File: src/rtl/btn_pkg.sv
// btn_pkg: shared state encodings and debounce defaults for button conditioning
package btn_pkg;
  localparam logic [1:0] IDLE         = 2'b00;
  localparam logic [1:0] PRESS_WAIT   = 2'b01;
  localparam logic [1:0] HELD         = 2'b11;
  localparam logic [1:0] RELEASE_WAIT = 2'b10;
  localparam int DEBOUNCE_SIM   = 4;
  localparam int DEBOUNCE_BOARD = 500000;
endpackage

File: src/rtl/sync_2ff.sv
// sync_2ff: two-flop synchronizer for asynchronous inputs, resets to 0
module sync_2ff (
  input  logic clk,
  input  logic reset,
  input  logic d,
  output logic q
);
  logic s1_q, s_q;
  always_ff @(posedge clk) begin
    s1_q <= reset ? 1'b0 : d;
    s_q  <= reset ? 1'b0 : s1_q;
  end
  assign q = s_q;
endmodule

File: src/rtl/btn_conditioner.sv
// btn_conditioner: synchronizes and debounces a push-button into press/release strobes and a level
module btn_conditioner
  import btn_pkg::*;
#(
  parameter int DEBOUNCE_CYCLES = DEBOUNCE_SIM
) (
  input  logic       clk,
  input  logic       reset,
  input  logic       btn_raw,
  output logic       btn_press,
  output logic       btn_release,
  output logic       btn_level,
  output logic [1:0] state_dbg
);
  localparam int CNT_W = $clog2(DEBOUNCE_CYCLES);
  logic             s;
  logic [1:0]       state_q, state_d;
  logic [CNT_W-1:0] cnt_q, cnt_d;
  logic             press_q, press_d, release_q, release_d, level_q, level_d;
  logic             last;
  sync_2ff u_sync (
    .clk   (clk),
    .reset (reset),
    .d     (btn_raw),
    .q     (s)
  );
  assign last = cnt_q == CNT_W'(DEBOUNCE_CYCLES - 1);
  // A pending change needs DEBOUNCE_CYCLES matching samples, counting the one that left the stable state
  always_comb begin
    state_d   = state_q;
    cnt_d     = cnt_q;
    press_d   = 1'b0;
    release_d = 1'b0;
    level_d   = level_q;
    case (state_q)
      IDLE: begin
        state_d = s ? PRESS_WAIT : IDLE;
        cnt_d   = s ? CNT_W'(1) : '0;
      end
      PRESS_WAIT: begin
        if (!s) begin
          state_d = IDLE;
          cnt_d   = '0;
        end else if (last) begin
          state_d = HELD;
          cnt_d   = '0;
          press_d = 1'b1;
          level_d = 1'b1;
        end else cnt_d = cnt_q + CNT_W'(1);
      end
      HELD: begin
        state_d = s ? HELD : RELEASE_WAIT;
        cnt_d   = s ? '0 : CNT_W'(1);
      end
      RELEASE_WAIT: begin
        if (s) begin
          state_d = HELD;
          cnt_d   = '0;
        end else if (last) begin
          state_d   = IDLE;
          cnt_d     = '0;
          release_d = 1'b1;
          level_d   = 1'b0;
        end else cnt_d = cnt_q + CNT_W'(1);
      end
      default: begin
        state_d = IDLE;
        cnt_d   = '0;
      end
    endcase
  end
  always_ff @(posedge clk) begin
    if (reset) begin
      state_q   <= IDLE;
      cnt_q     <= '0;
      press_q   <= 1'b0;
      release_q <= 1'b0;
      level_q   <= 1'b0;
    end else begin
      state_q   <= state_d;
      cnt_q     <= cnt_d;
      press_q   <= press_d;
      release_q <= release_d;
      level_q   <= level_d;
    end
  end
  assign btn_press   = press_q;
  assign btn_release = release_q;
  assign btn_level   = level_q;
  assign state_dbg   = state_q;
endmodule

File: config.mk
export PLATFORM = sky130hd
export DESIGN_NAME = btn_conditioner
export DESIGN_NICKNAME = d
export VERILOG_FILES = /design/src/rtl/btn_pkg.sv /design/src/rtl/sync_2ff.sv /design/src/rtl/btn_conditioner.sv
export SDC_FILE = /design/constraint.sdc
export NUM_CORES = 1
export LEC_CHECK = 0
export CAP_MARGIN = 0
export CORE_AREA = 2 2 39 41
export DETAILED_ROUTE_END_ITERATION = 16
export DIE_AREA = 0 0 41 43
export PLACE_DENSITY_LB_ADDON = 0.1
export SLEW_MARGIN = 20
export SYNTH_ARGS = -nofsm -noshare
export SYNTH_HDL_FRONTEND = slang
export SYNTH_SLANG_ARGS = --single-unit
export TNS_END_PERCENT = 5
File: constraint.sdc
create_clock -name clk -period 2.2 [get_ports clk]
set_clock_uncertainty 0.05 [all_clocks]
set_input_delay 0.22 -clock clk [delete_from_list [all_inputs] [get_ports clk]]
set_output_delay 0.22 -clock clk [all_outputs]
set_load 0.1 [all_outputs]
### Word level (Yosys, flattened, before mapping)

Index checks and enable logic that the tools add are counted.

* register bits: 9
* input port bits: 3
* output and inout port bits: 5
* word-level logic and storage cells: 45

* add/sub/neg operators: 1
* equality and inequality tests: 10
* mux-type cells: 18
* bitwise logic cells: 3
* reductions and logical operators: 6

Operator list (number)
* case mux 2 bit (4 select lines): 2
* two-way mux 2 bit: 7
* two-way mux 1 bit: 8
* == test 2 bit, second input constant: 3
* inequality test 2 bit, second input constant: 3
* OR reduction 3 bit: 2
* AND reduction 5 bit: 1
* inequality test 3 x 2 -> 1 bit, second input constant: 1
* inequality test 3 bit, second input constant: 1
* NOT 1 bit: 3
* adder 2 x 1 -> 2 bit, second input constant: 1
* == test 2 x 1 -> 1 bit, second input constant: 1
* logical NOT 2 bit: 1
* inequality test 2 x 1 -> 1 bit, second input constant: 1
* case mux 1 bit (2 select lines): 1
* AND reduction 2 bit: 1
* nonzero test 2 bit: 1

### Logic depth before layout (Yosys ltp)

Gate-level depths: netlist of the first run.

* depth after elaboration: 4
* gate-level depth with buffers: 5
* mapped depth without buffers: 5

### Hierarchy

Synthesis of the first run repeated with hierarchy kept, for this count alone.

* cell total of the unflattened synthesis: 40
* area, all modules: 412.9 sq um

By module, submodules not included
* btn_conditioner: instances 1, cells each 36, area each 360.3 sq um, sequential area each 140.1 sq um
* sync_2ff: instances 1, cells each 4, area each 52.6 sq um, sequential area each 40.0 sq um

### Least setup slack after synthesis of the first run

OpenSTA, ideal clock, no wires.

* kind: reg-to-reg
* start: reg state_q[0] (netlist: state_dbg[0])
* end: reg state_q[1] (netlist: state_dbg[1])
* setup time: 0.067 ns
* data arrival time: 2.104 ns
* data required time: 2.083 ns
* setup slack: -0.021 ns
* cell stages (with the launch flop): 6
* buffers on the path: 0
* period minus slack after synthesis: 2.221 ns
* cell sequence: dfxtp_1 inv_1 ha_1 mux2_4 a211o_1 a21oi_2

* word-level cells in the longest chain between the ends: 3
* elaborated cells on any way between the ends: 8
* classes of those cells: eq/ne: 5; mux: 1; reduce/logical: 2

RTL lines
* from (decl): line btn_conditioner.sv:17 `logic [1:0] state_q, state_d;`
* from (signal assigned): line btn_conditioner.sv:80 `state_q <= state_d;`
* == test 2 x 1 -> 1 bit or == test 2 bit (tied branches): line btn_conditioner.sv:35 `case (state_q)`
* inequality test 3 bit (no line) or inequality test 3 x 2 -> 1 bit (tied branches)
* AND reduction 2 bit (no line)

Parallel ways exist; a longest one is shown, timed or not.
A chain may end at the register's enable or synchronous reset.

### Worst setup path after layout of the first run

* start: reg state_q[1] (netlist: state_dbg[1])
* end: reg state_q[1] (netlist: state_dbg[1])

Same word-level chain as after synthesis.

==> metrics.cfg, run 1 <==
[synthesis]
synthCells=43
syn-num-nets=51
netlist_area_um2=419.2
yosysSeqAreaShare_pct=42.99
synth_cell_type_count=21
yosysWarnings=0
syn_area_per_cell_um2=9.748
yosys_register_bits=9

[setup_path]
cp-startpoint=state_dbg[1]
reg2regPathDepth=5
cp-end-kind=register
worst-setup-path-type=reg -> reg
r2r-end=state_dbg[1]
crit_fanout=5
r2r-start=state_dbg[1]
worstPathArrival_ps=1690
r2r_slack_ps=660
required_ps=2340
cp-start-kind=register

[layout]
layout_commonest_cell=dfxtp_1
layout-drive-gt1-share_pct=22.64
areaGrowthSynthToFinish_pct=24.18
fillers=145
antenna_cells=0
final_cell_mix=dfxtp_1 (8), ha_1 (5), buf_4 (5)
nets=62
seqCellArea_um2=181.4
multiInputGateArea_um2=220.2
fin_area_um2=520.5

[grt]
grt_pass1_wl_um=1283
grt_antenna_before_repair=0
grt_max_degree=10
grt-ovfl-total=0
grt_use_total_pct=11.16
grt_pass1_vias=306

[floorplan]
start_util_pct=30.29
ios=8
die_w_um=41
die_area_mm2=0.001763
num_rows=14
coreArea_mm2=0.001384
die_y_um=43

[power]
leakage_nw=0.2130
peakVddDrop_v=0.0002595
p_per_area_mw_per_mm2=603.5
power_mw=0.3141

[place]
gp_congestion=0.7422
dp_hpwl_um=569.8
place_area_um2=494.2
portBuffers=7

[min_path]
worstHoldEndpoint=u_sync.q
worstHoldPathType=reg -> reg
min_from=u_sync.s1_q
holdPathStages=1

[sta]
fmax_mhz=647.4
final_hold_viol_count=0
fin_tns_setup_ps=0
setup_violations=0
fin_crit_ps=1545
finalCritPeriodShare_pct=70.21
slew_headroom_pct=77.66
worst_pin_slew_ps=334.0
rsz0062_at_grt=no
finalMaxSlewViolations=0

[clocking]
cts_htree_levels=1
clk_pin_slew_ps=60
cts_setup_buffers=0
cts_tree=yes
postCtsHoldBufs=0
clkLatencyLatePin_ps=260
cts.sinks=9
clockRootBuffer=clkbuf_4
clk_path_buf_depth=2
cts_made_buffers=3
ctsResizeCount=0

[status]
status=finished clean

[run]
cap_violations=0

[routing]
antenna_left=0
drt-initial-drc-count=9
via_count=341
avgRoutedWirePerCell_um=11.13
routed_wl_um=768
drc=0
viasPerCell=4.942
first_pass_iters=4

-- layer usage --
metal | vias to the layer above | global-route usage (%) | wire (um)
li1 | 169 | - | -
met1 | 160 | 13.55 | 357
met2 | 12 | 15.63 | 362
met3 | 0 | 6.806 | 49
met4 | 0 | 4.000 | 0
met5 | - | 0 | 0
-- cell type report --
cell class                      instances  share of cell area, %
Tap cell                               16                  3.846
Inverter                                4                  2.885
Timing Repair Buffer                    7                  11.06
Sequential cell                         9                  34.86
Multi-Input combinational cell         29                  42.31
Clock buffer                            4                  5.048
-- state kept, by name (all words and copies together), names as in the netlist --
signal,cells
state_dbg,2
u_sync.q,1
btn_press,1
btn_release,1
u_sync.s1_q,1
cnt_q,2
btn_level,1
-- logic make-up after synthesis --
group,share of synthesized area [%]
simple gates,18.21
flops,42.98
fa+ha+maj,14.93
compound gates,15.82
mux,3.581
buf+inv,4.476
-- critical path, cell delays in order, from the launching register on --
cell     delay (ps)
dfxtp_1         390
inv_1            80
ha_1            230
mux2_4          290
a211o_1         300
a21oi_2         130
-- through the flow --
step | util [%] | worst slack, ps | hold slack (ps) | cells
detailed placement | 35.71 | 668.1 | 395.2 | 65
global placement | 35.71 | 684.6 | 375.0 | 65
floorplan | - | 5.761 | 298.2 | 43
finish | 37.61 | 655.4 | 411.3 | 69
global route | 37.61 | 558.5 | 437.2 | 69
CTS | 37.61 | 649.9 | 414.2 | 69
-- worst max-delay path by stage --
| stage | end |
|---|---|
| after global placement | state_dbg[1] |
| after CTS | state_dbg[1] |
| final | state_dbg[1] |
| after detailed placement | state_dbg[1] |
| after floorplan | state_dbg[1] |
| after global routing | state_dbg[1] |
-- power by group --
group	total [mW]	switching (mW)	leakage, nW	internal, mW
sequential	0.169	0.00292	0.0736	0.166
combinational	0.0185	0.0106	0.125	0.00785
clock	0.127	0.0568	0.0150	0.0698
-- cells in the mapped netlist, drive strengths merged --
library cell,count,share of area [%]
a211o,1,2.1
a211oi,1,1.8
a21o,1,1.8
a21oi,4,5.7
a221oi,1,2.1
and3,1,1.8
and3b,1,2.1
clkbuf,1,0.89
dfxtp,9,43
ha,5,15
inv,4,3.6
mux2,1,3.6
nand2,2,1.8
nand3,1,1.2
nand3b,1,1.8
nor2,2,1.8
nor2b,3,4.5
nor3,1,1.2
nor4b,1,2.1
o21ai,2,2.4
Note: power is estimated with default switching activity, not from simulation.
==> inputs of run 2 (changes only) <==
clock period = 1.39 ns   (was 2.2 ns; I/O delays follow)
==> run 2 against run 1 <==
The run now ends with negative setup slack left. Core utilization increased by 9.6 points. Wire length increased by 14%. Worst setup slack got worse by 660 ps. Non-clock buffer count increased by 4. Hold slack got worse by 39 ps. Count of clock-buffer cells in the layout unchanged. Cell count increased by 5.8%. Via count increased by 6.2%. Largest cell class unchanged. Power increased by 65%. Sequential power increased by 56%.
==> metrics.cfg, run 2 (synthesis results as in run 1) <==
[grt]
grt-ovfl-total=0
grt_antenna_before_repair=0
grt_pass1_vias=322
grt_max_degree=9
grt_pass1_wl_um=1504
grt_use_total_pct=13.49

[clocking]
cts_setup_buffers=0
cts.sinks=9
clk_path_buf_depth=2
cts_made_buffers=3
clk_pin_slew_ps=60
ctsResizeCount=0
clockRootBuffer=clkbuf_4
cts_tree=yes
cts_htree_levels=1
postCtsHoldBufs=0
clkLatencyLatePin_ps=270

[floorplan]
ios=8
start_util_pct=30.29
coreArea_mm2=0.001384
die_w_um=41
num_rows=14
die_area_mm2=0.001763
die_y_um=43

[status]
violations=negative setup slack
status=complete, but fails checks

[layout]
nets=66
layout_commonest_cell=dfxtp_1
fin_util_pct=47.20
antenna_cells=0
layout-drive-gt1-share_pct=38.60
final_cell_mix=dfxtp_1 (7), buf_12 (5), buf_4 (4)
areaGrowthSynthToFinish_pct=55.82

[routing]
routed_wl_um=875
antenna_left=0
first_pass_iters=3
drc=0
avgRoutedWirePerCell_um=11.99
via_count=362
viasPerCell=4.959
drt-initial-drc-count=2

[sta]
fmax_mhz=714.6
final_hold_viol_count=0
rsz0062_at_grt=yes
slew_headroom_pct=80.52
finalMaxSlewViolations=0
finalCritPeriodShare_pct=100.7
fin_crit_ps=1399
fin_ws_ps=-9.386
worst_pin_slew_ps=291.3
setup_violations=1

[run]
cap_violations=0

[power]
peakVddDrop_v=0.0004224
p_per_area_mw_per_mm2=794.1
leakage_nw=0.2562

[place]
portBuffers=7
dp_hpwl_um=667.8
gp_congestion=0.8645
dp_slack_ps=20.73

[setup_path]
cp-end-kind=register
worst-setup-path-type=reg -> reg
required_ps=1540
cp-start-kind=register
worstPathArrival_ps=1550
crit_fanout=5

[min_path]
worstHoldPathType=in -> reg

[run 2: cell types whose count changed in the layout (fill, tap and decap cells not counted)]
cell / change
buf_12: +5
dfxtp_4: +2
ha_1: -2
ha_4: +2
inv_1: -2
a221oi_1: -1
a221oi_2: +1
buf_4: -1
dfxtp_1: -1
dfxtp_2: -1
inv_2: +1
inv_4: +1
[run 2: layout make-up]
cell class                 count  area [um^2]
fill                         126        730.7
multi-input combinational     29        251.5
sequential                     9        187.7
timing repair buffer          11        150.1
clock buffer                   4        26.28
tap                           16        20.02
inverter                       4        17.52
[run 2: path summary, 6_finish.rpt]
check                from            to  slack [ps]  cells after the start
max          state_dbg[0]  state_dbg[1]          -9                      5
min               btn_raw   u_sync.s1_q         370                      2
max reg2reg  state_dbg[0]  state_dbg[1]          -9                      5
min reg2reg   u_sync.s1_q      u_sync.q         410                      1
[run 2: layer usage]
metal	global-route usage, %	vias to the layer above	share of wire (%)
met5	0	-	0
met4	12.00	0	4.5
met3	3.141	5	4.6
met2	18.75	9	51
met1	16.23	170	40
li1	-	178	-
[run 2: worst max-delay path, stage by stage (launching register included)]
cell and delay (ps):
dfxtp_4 380, inv_4 50, ha_4 160, mux2_4 300, a211o_1 280, a21oi_2 120
[run 2: per-stage QoR]
stage | power [mW] | TNS, ps | hold slack [ps] | std cells | area, um^2
floorplan | 0.2910 | -348.5 | 217.2 | 43 | 454.2
global placement | 0.3082 | 0 | 381.8 | 69 | 620.6
detailed placement | 0.3095 | 0 | 402.9 | 69 | 620.6
CTS | 0.5178 | -12.49 | 379.4 | 73 | 646.9
global route | 0.5413 | -72.20 | 401.0 | 73 | 653.1
finish | 0.5186 | -9.386 | 372.6 | 73 | 653.1
[run 2: power by group]
part           total, mW  internal, mW  switching [mW]
logic             0.0418        0.0201          0.0216
clock network      0.214         0.111           0.103
registers          0.263         0.259         0.00329
